===== src/rtl/uart_fifo_tx_engine.sv =====
// UART transmit engine: pops a first-word-fall-through byte FIFO and serialises 8N1 frames
// using an internal 16x baud tick. Define UART_TX_PARITY_EN to insert an even parity bit (8E1).
module uart_fifo_tx_engine #(
    parameter int CLK_FREQ  = 100_000_000,
    parameter int BAUD_RATE = 9600,
    parameter int STOP_BITS = 1
) (
    input  logic        clk,
    input  logic        reset,
    input  logic        enable,
    input  logic        fifo_empty,
    input  logic [7:0]  fifo_rdata,
    output logic        fifo_rd,
    output logic        tx,
    output logic        busy,
    output logic        tx_done,
    output logic [15:0] frame_cnt
);

    localparam int BAUD_DIV   = CLK_FREQ / BAUD_RATE / 16;
    localparam int BAUD_COUNT = (BAUD_DIV < 1) ? 1 : BAUD_DIV;
    localparam int BAUD_W     = $clog2(BAUD_COUNT + 1);
    localparam logic [BAUD_W-1:0] BAUD_LAST = BAUD_W'(BAUD_COUNT - 1);
    localparam logic [2:0]        STOP_LAST = 3'(STOP_BITS - 1);

`ifdef UART_TX_PARITY_EN
    typedef enum logic [2:0] {IDLE, START, DATA, PARITY, STOP} state_t;
`else
    typedef enum logic [1:0] {IDLE, START, DATA, STOP} state_t;
`endif

    state_t              state_q, state_d;
    logic [BAUD_W-1:0]   baud_cnt_q, baud_cnt_d;
    logic [3:0]          os_cnt_q, os_cnt_d;
    logic [2:0]          bit_cnt_q, bit_cnt_d;
    logic [7:0]          shift_q, shift_d;
    logic                tx_q, tx_d;
    logic                busy_q, busy_d;
    logic                tx_done_q, tx_done_d;
    logic [15:0]         frame_cnt_q, frame_cnt_d;
`ifdef UART_TX_PARITY_EN
    logic                parity_q, parity_d;
`endif

    logic tick;
    logic bit_end;
    logic pop;

    // The tick counter only runs inside a frame, so every frame starts phase-aligned.
    assign tick    = (state_q != IDLE) && (baud_cnt_q == BAUD_LAST);
    assign bit_end = tick && (os_cnt_q == 4'hF);
    // Gated by reset so a byte is never lost from the FIFO while the engine is held.
    assign pop     = (state_q == IDLE) && enable && !fifo_empty && !reset;

    assign fifo_rd   = pop;
    assign tx        = tx_q;
    assign busy      = busy_q;
    assign tx_done   = tx_done_q;
    assign frame_cnt = frame_cnt_q;

    always_comb begin
        // NOTE: every variable gets a default first so no path through the case infers a latch.
        state_d     = state_q;
        bit_cnt_d   = bit_cnt_q;
        shift_d     = shift_q;
        tx_d        = tx_q;
        busy_d      = busy_q;
        tx_done_d   = 1'b0;
        frame_cnt_d = frame_cnt_q;
`ifdef UART_TX_PARITY_EN
        parity_d    = parity_q;
`endif

        if (state_q == IDLE || tick) begin
            baud_cnt_d = '0;
        end else begin
            baud_cnt_d = baud_cnt_q + BAUD_W'(1);
        end

        if (state_q == IDLE) begin
            os_cnt_d = 4'd0;
        end else if (tick) begin
            os_cnt_d = os_cnt_q + 4'd1;
        end else begin
            os_cnt_d = os_cnt_q;
        end

        case (state_q)
            IDLE: begin
                tx_d      = 1'b1;
                busy_d    = 1'b0;
                bit_cnt_d = 3'd0;
                if (pop) begin
                    shift_d = fifo_rdata;
`ifdef UART_TX_PARITY_EN
                    parity_d = ^fifo_rdata;
`endif
                    tx_d    = 1'b0;
                    busy_d  = 1'b1;
                    state_d = START;
                end
            end
            START: begin
                if (bit_end) begin
                    tx_d      = shift_q[0];
                    bit_cnt_d = 3'd0;
                    state_d   = DATA;
                end
            end
            DATA: begin
                if (bit_end) begin
                    shift_d = {1'b0, shift_q[7:1]};
                    if (bit_cnt_q == 3'd7) begin
                        bit_cnt_d = 3'd0;
`ifdef UART_TX_PARITY_EN
                        tx_d    = parity_q;
                        state_d = PARITY;
`else
                        tx_d    = 1'b1;
                        state_d = STOP;
`endif
                    end else begin
                        tx_d      = shift_q[1];
                        bit_cnt_d = bit_cnt_q + 3'd1;
                    end
                end
            end
`ifdef UART_TX_PARITY_EN
            PARITY: begin
                if (bit_end) begin
                    tx_d    = 1'b1;
                    state_d = STOP;
                end
            end
`endif
            STOP: begin
                if (bit_end) begin
                    if (bit_cnt_q == STOP_LAST) begin
                        tx_done_d   = 1'b1;
                        frame_cnt_d = frame_cnt_q + 16'd1;
                        busy_d      = 1'b0;
                        bit_cnt_d   = 3'd0;
                        state_d     = IDLE;
                    end else begin
                        bit_cnt_d = bit_cnt_q + 3'd1;
                    end
                end
            end
            default: begin
                tx_d    = 1'b1;
                busy_d  = 1'b0;
                state_d = IDLE;
            end
        endcase
    end

    // NOTE: non-blocking assignments here so every flop samples pre-edge values in parallel.
    always_ff @(posedge clk) begin
        if (reset) begin
            state_q     <= IDLE;
            baud_cnt_q  <= '0;
            os_cnt_q    <= 4'd0;
            bit_cnt_q   <= 3'd0;
            shift_q     <= 8'd0;
            tx_q        <= 1'b1;
            busy_q      <= 1'b0;
            tx_done_q   <= 1'b0;
            frame_cnt_q <= 16'd0;
`ifdef UART_TX_PARITY_EN
            parity_q    <= 1'b0;
`endif
        end else begin
            state_q     <= state_d;
            baud_cnt_q  <= baud_cnt_d;
            os_cnt_q    <= os_cnt_d;
            bit_cnt_q   <= bit_cnt_d;
            shift_q     <= shift_d;
            tx_q        <= tx_d;
            busy_q      <= busy_d;
            tx_done_q   <= tx_done_d;
            frame_cnt_q <= frame_cnt_d;
`ifdef UART_TX_PARITY_EN
            parity_q    <= parity_d;
`endif
        end
    end

endmodule


===== config.mk =====
export PLATFORM = sky130hd
export DESIGN_NAME = uart_fifo_tx_engine
export DESIGN_NICKNAME = d
export VERILOG_FILES = /design/src/rtl/uart_fifo_tx_engine.sv
export SDC_FILE = /design/constraint.sdc
export NUM_CORES = 1
export LEC_CHECK = 0
export CORE_MARGIN = 3
export CORE_UTILIZATION = 59
export DETAILED_ROUTE_END_ITERATION = 10
export HOLD_SLACK_MARGIN = 0.12
export PLACE_DENSITY = 0.85
export REMOVE_ABC_BUFFERS = 1
export SLEW_MARGIN = 20
export SYNTH_ARGS = -nofsm -noshare
export SYNTH_HDL_FRONTEND = slang
export SYNTH_SLANG_ARGS = --single-unit

===== constraint.sdc =====
create_clock -name clk -period 3.4 [get_ports clk]
set_input_delay 0.68 -clock clk [delete_from_list [all_inputs] [get_ports clk]]
set_output_delay 0.68 -clock clk [all_outputs]
set_load 0.1 [all_outputs]

==> run metrics, run 1 <==
status complete, no violations; clock slew seen by the registers of the worst setup and hold paths about 0.080 ns; flip-flop and latch area about 900 um^2; hold_buf cts 0; Final GP Congestion roughly 0.86; Core Area between 3000 and 4000 um^2; drt drc 0; CP Capture Type output port; critical path, cell by cell clkdlybuf4s50_1 -> and4bb_2 -> buf_12; Yosys reg bits 46; leading cell type in the layout, fill and taps excluded dfxtp_1; routed len/inst 14.1 um; Tmin final ~2.6 ns; NumNets Final around 330; CP Launch Type input port; Post-CTS Setup Repair Bufs 0; Initial Utilization 0.635; post-synth top area share 0.379; Total Power about 1.3 mW; worst r2r dst frame_cnt[5]$_SDFFE_PP0P_; Remaining Overflow, GRT 0; cells on worst reg2reg path 6; I/O pins 32; H-tree Lvls 2; Clock Path Buffers 2; DR vias 2,064; RSZ-0062 raised after global routing no; Post-synth EDFFs 0; CP max FO 11; Mapped Cells about 280; CP arrival around 2.0 ns; post-synth top area cell dfxtp_1; 1st-iter DRT viols 123; PD cells 472 nW/um^2; Final Cycle Share 0.775; actual slew at the worst max-slew pin roughly 0.96 ns; CP max-delay cell clkdlybuf4s50_1; Required @ worst endpoint 2.72 ns; max-cap violations 0; FILL cells a little over 300; area delta synth->final 17.0%; Async S/R FF share, synth 0; Final Max Tran Viols 0; Netlist cell types 50; worst hold path class reg2reg; area of the multi-input gates 1380 um^2; initial antenna violation count 0; Synth area leaders dfxtp_1, ha_1, a21oi_1; CTS-repair resized insts 0; YS warnings 0; Crit Path Class in2out; pre-CTS WS between 0.7 and 0.8 ns; Lkg Pwr roughly 1.1 nW; Port Buffers 31; sequential cell area fraction in the yosys report 0.379; clock skew ~0.011 ns; Max VDD drop 0.329 mV; Ant. Diodes 0; ys flop type dfxtp_1; Slowest Stage Delay on Critical Path approximately 0.62 ns; Avg Cell Area, Syn between 8 and 9 um^2; chip width 70.2 um; hpwl dp approximately 3.5 mm; DIE AREA approximately 4900 um^2; most frequent cells in the layout dfxtp_1, a21oi_1, inv_1, nor2_1; CTS tree done; DRT antenna net count 0; Worst R2R Start state_q[0]$_SDFFE_PP0P_; reg-to-reg slack, setup between 0.8 and 0.9 ns; cell row count 22; CTS sink cnt 46; Max Clk Rate approximately 380 MHz; Tot GR Track Use 0.214; final WL roughly 4.9 mm; wire length of the first global-routing pass around 8.7 mm; vias in the first global route slightly below 2,000; drt pass-1 iters 4; Worst Setup SP reset; CTS Buf Count 5; final hold violation count 0; max_slew headroom 0.355; largest net degree at the start of global routing 35; Via density around 5.9; setup_tns 0 ns; final setup violation count 0; Die Span Y 70.2 um; critical path endpoint fifo_rd; fraction of layout cells with a size suffix above 1 0.139; Post-Syn Area ~2400 um^2; clk_lat worst skew 0.30 ns; root buffer cell clkbuf_8; worst setup margin approximately 0.76 ns
final cells by class:
| type | instances | area share |
|---|---|---|
| Clock buffer | 6 | 0.0290 |
| Clock inverter | 1 | 0.0106 |
| Inverter | 19 | 0.0251 |
| Multi-Input combinational cell | 198 | 0.486 |
| Sequential cell | 46 | 0.324 |
| Tap cell | 48 | 0.0211 |
| Timing Repair Buffer | 32 | 0.104 |
routing by layer:
metal	share of wire	global-route usage	vias up
li1	-	-	1055
met4	0.0094	0.0574	0
met5	0	0	-
met1	0.47	0.280	973
met3	0.033	0.0489	5
met2	0.49	0.355	31
state kept, by name, summed over array words and instances (netlist names):
register    flops
baud_cnt_q     10
bit_cnt_q       3
busy            1
frame_cnt      16
os_cnt_q        4
shift_q         8
state_q         2
tx              1
tx_done         1
how the worst min path moves through the flow:
| stage | startpoint | endpoint | slack, ns | depth (start not counted) |
|---|---|---|---|---|
| after floorplan | baud_cnt_q[0]$_SDFF_PP0_ | baud_cnt_q[0]$_SDFF_PP0_ | 0.44 | 1 |
| final | frame_cnt[15]$_SDFFE_PP0P_ | frame_cnt[15]$_SDFFE_PP0P_ | 0.48 | 2 |
| after global routing | frame_cnt[15]$_SDFFE_PP0P_ | frame_cnt[15]$_SDFFE_PP0P_ | 0.52 | 2 |
| after detailed placement | baud_cnt_q[0]$_SDFF_PP0_ | baud_cnt_q[0]$_SDFF_PP0_ | 0.47 | 1 |
| after global placement | baud_cnt_q[0]$_SDFF_PP0_ | baud_cnt_q[0]$_SDFF_PP0_ | 0.46 | 1 |
| after CTS | frame_cnt[15]$_SDFFE_PP0P_ | frame_cnt[15]$_SDFFE_PP0P_ | 0.48 | 2 |
worst max-delay path: cells and delay by family:
kind / cells / cell delay (ns)
AND/OR/NAND/NOR: 1 / 0.46
buffers and inverters: 2 / 0.80
per-stage QoR:
stage               hold slack, ns  instance area [um^2]  std cells   util
floorplan                    0.441                  2370        263      -
global placement             0.457                  2730        343  0.714
detailed placement           0.469                  2730        343  0.714
CTS                          0.482                  2840        350  0.743
global route                 0.518                  2840        350  0.743
finish                       0.477                  2840        350  0.743
kinds of logic (layout without fill, tap and decap cells):
logic type / count (synthesis) / count (layout) / synth area share
multiplexers: 6 / 6 / 0.0263
XOR/XNOR: 11 / 11 / 0.0396
flip-flops: 46 / 46 / 0.379
AND/OR/NAND/NOR: 110 / 110 / 0.280
buffers and inverters: 31 / 58 / 0.0520
adder cells (fa/ha/maj): 12 / 12 / 0.0618
AO/OA/AOI/OAI: 59 / 59 / 0.161
power by group:
group          internal [mW]  switching, mW  total [mW]
combinational          0.123          0.218       0.341
clock                  0.235          0.171       0.406
sequential             0.570         0.0236       0.593
cells in the mapped netlist (all sizes together) (5+ instances only):
| cell | n |
|---|---|
| a21oi | 27 |
| clkbuf | 10 |
| dfxtp | 46 |
| ha | 12 |
| inv | 19 |
| nand2 | 17 |
| nand3 | 15 |
| nand4 | 7 |
| nor2 | 20 |
| nor3 | 9 |
| o21ai | 6 |
| o221a | 7 |
| o31ai | 10 |
| or4 | 11 |
| xnor2 | 6 |
| xor2 | 5 |
(Power assumes the default switching activity.)
==> run 2: changes to the inputs <==
--- a/config.mk
+++ b/config.mk
@@ -6,10 +6,10 @@
 export NUM_CORES = 1
 export LEC_CHECK = 0
 export CORE_MARGIN = 3
-export CORE_UTILIZATION = 59
+export CORE_UTILIZATION = 49
 export DETAILED_ROUTE_END_ITERATION = 10
 export HOLD_SLACK_MARGIN = 0.12
-export PLACE_DENSITY = 0.85
+export PLACE_DENSITY = 0.75
 export REMOVE_ABC_BUFFERS = 1
 export SLEW_MARGIN = 20
 export SYNTH_ARGS = -nofsm -noshare
==> constraint.sdc (replaced) <==
create_clock -name clk -period 2.27 [get_ports clk]
set_input_delay 0.454 -clock clk [delete_from_list [all_inputs] [get_ports clk]]
set_output_delay 0.454 -clock clk [all_outputs]
set_load 0.1 [all_outputs]
==> run metrics, run 2 (synthesis results as in run 1) <==
Core Area 4560 um^2 (+19%); actual slew at the worst max-slew pin 0.433 ns (-0.532 ns); chip width 76.4 um (+8.9%); Initial Utilization 0.532 (-0.103); fraction of layout cells with a size suffix above 1 0.186 (+0.0468); Final Cycle Share 0.917; max_slew headroom 0.711 (+0.356); clock slew seen by the registers of the worst setup and hold paths 0.09 ns (about the same); largest net degree at the start of global routing 43 (+23%); Final Max Tran Viols 0 (unchanged); drt drc 0 (unchanged); CP bufs+invs 1 (-1); Via density 5.56 (-5.7%); PD cells 690 nW/um^2 (+46%); CP max FO 10 (-1); CTS tree done; CTS Buf Count 5 (unchanged); Ant. Diodes 0 (unchanged); CP Capture Type flop; Final GP Congestion 0.756 (-12%); Die Span Y 76.4 um (+8.9%); Max VDD drop 0.472 mV (+44%); pre-CTS WS 0.0296 ns (-0.682 ns); NumNets Final 335 (+2.8%); hpwl dp 3.74 mm (+8.3%); final hold violation count 0 (unchanged); leading cell type in the layout, fill and taps excluded dfxtp_1; initial antenna violation count 0 (unchanged); Lkg Pwr 1.11 nW (+4.9%); wire length of the first global-routing pass 9.22 mm (+5.5%); drt pass-1 iters 4 (unchanged); Slowest Stage Delay on Critical Path 0.49 ns (-0.13 ns); Crit Path Class reg2reg; H-tree Lvls 2 (unchanged); CTS-repair resized insts 0 (unchanged); CP Launch Type flop; clock skew 0.00959 ns (-0.00121 ns); 1st-iter DRT viols 129 (+4.9%); DIE AREA 5840 um^2 (+19%); DRT antenna net count 0 (unchanged); Required @ worst endpoint 2.44 ns (-0.28 ns); root buffer cell clkbuf_8; CP arrival 2.25 ns (+0.29 ns); CP max-delay cell a2111oi_0; vias in the first global route 2,043 (+5.0%); most frequent cells in the layout dfxtp_1, buf_4, a21oi_1; Max Clk Rate about 480 MHz; max-cap violations 0 (unchanged); RSZ-0062 raised after global routing no; routed len/inst 13.7 um (-2.4%); CTS sink cnt 46 (unchanged); Crit path max-delay family simple AND/OR/NAND/NOR gates; Post-CTS Setup Repair Bufs 0 (unchanged); cell row count 24 (+9.1%); final setup violation count 0 (unchanged); DR vias 2,097 (+1.6%); Tmin final ~2.1 ns; worst hold path class reg2reg; FILL cells 407 (+35%); final WL 5.17 mm (+5.1%); status complete, no violations; clk_lat worst skew 0.31 ns (about the same); Tot GR Track Use 0.188 (-0.0267); Port Buffers 31 (unchanged); Largest register FFs 16 (unchanged); area delta synth->final 19.7%; hold_buf cts 0 (unchanged); I/O pins 32 (unchanged); worst setup margin 0.188 ns (-0.576 ns); Final Util 0.637 (-0.106); hold slack 0.486 ns (+0.00942 ns); critical path, cell by cell inv_1 -> ha_1 -> and4b_1 -> nand4_2 -> a2111oi_0 -> a211oi_1; Clock Path Buffers 2 (unchanged); reg-to-reg slack, setup 0.19 ns (-0.70 ns); Remaining Overflow, GRT 0 (unchanged)
==> run 2: where the power goes <==
group | switching (mW) | leakage [nW] | internal, mW
Sequential | 0.0359 | 0.372 | 0.854
Combinational | 0.335 | 0.685 | 0.210
Clock | 0.294 | 0.0544 | 0.280
==> run 2: layer usage <==
metal  share of wire  track usage
met2            0.47        0.308
met4           0.019       0.0707
met5               0            0
met3           0.031       0.0366
met1            0.48        0.242
==> run 2: final cells by class <==
class / instances / area, um^2 / share of cell area
Sequential cell: 46 / 921 / 0.317
Timing Repair Buffer: 41 / 348 / 0.120
Tap cell: 65 / 81.3 / 0.0280
Clock buffer: 7 / 96.3 / 0.0331
Inverter: 19 / 71.3 / 0.0245
Clock inverter: 1 / 8.76 / 0.00301
Multi-Input combinational cell: 198 / 1380 / 0.475
==> run 2: worst paths after layout <==
check / from / endpoint / cells past startpoint
worst max register to register: state_q[0]$_SDFFE_PP0P_ / state_q[0]$_SDFFE_PP0P_ / 6
worst max-delay path: state_q[0]$_SDFFE_PP0P_ / state_q[0]$_SDFFE_PP0P_ / 6
worst min-delay path: baud_cnt_q[0]$_SDFF_PP0_ / baud_cnt_q[0]$_SDFF_PP0_ / 1
worst min register to register: baud_cnt_q[0]$_SDFF_PP0_ / baud_cnt_q[0]$_SDFF_PP0_ / 1
==> run 2: worst reg2reg max path, cell delays in order, from the launching register on <==
cell and delay [ns]:
dfxtp_1 0.38, inv_1 0.11, ha_1 0.22, and4b_1 0.36, nand4_2 0.30, a2111oi_0 0.49, a211oi_1 0.10
==> run 2: metrics by stage <==
| stage | total power, mW | instance area, um^2 | TNS [ns] | std cells |
|---|---|---|---|---|
| after global routing | 2.12 | 2910 | 0 | 377 |
| after detailed placement | 1.44 | 2800 | 0 | 369 |
| after global placement | 1.44 | 2800 | 0 | 369 |
| after floorplan | 1.27 | 2370 | -0.422 | 263 |
| after CTS | 2.01 | 2910 | 0 | 377 |
| final | 2.01 | 2910 | 0 | 377 |
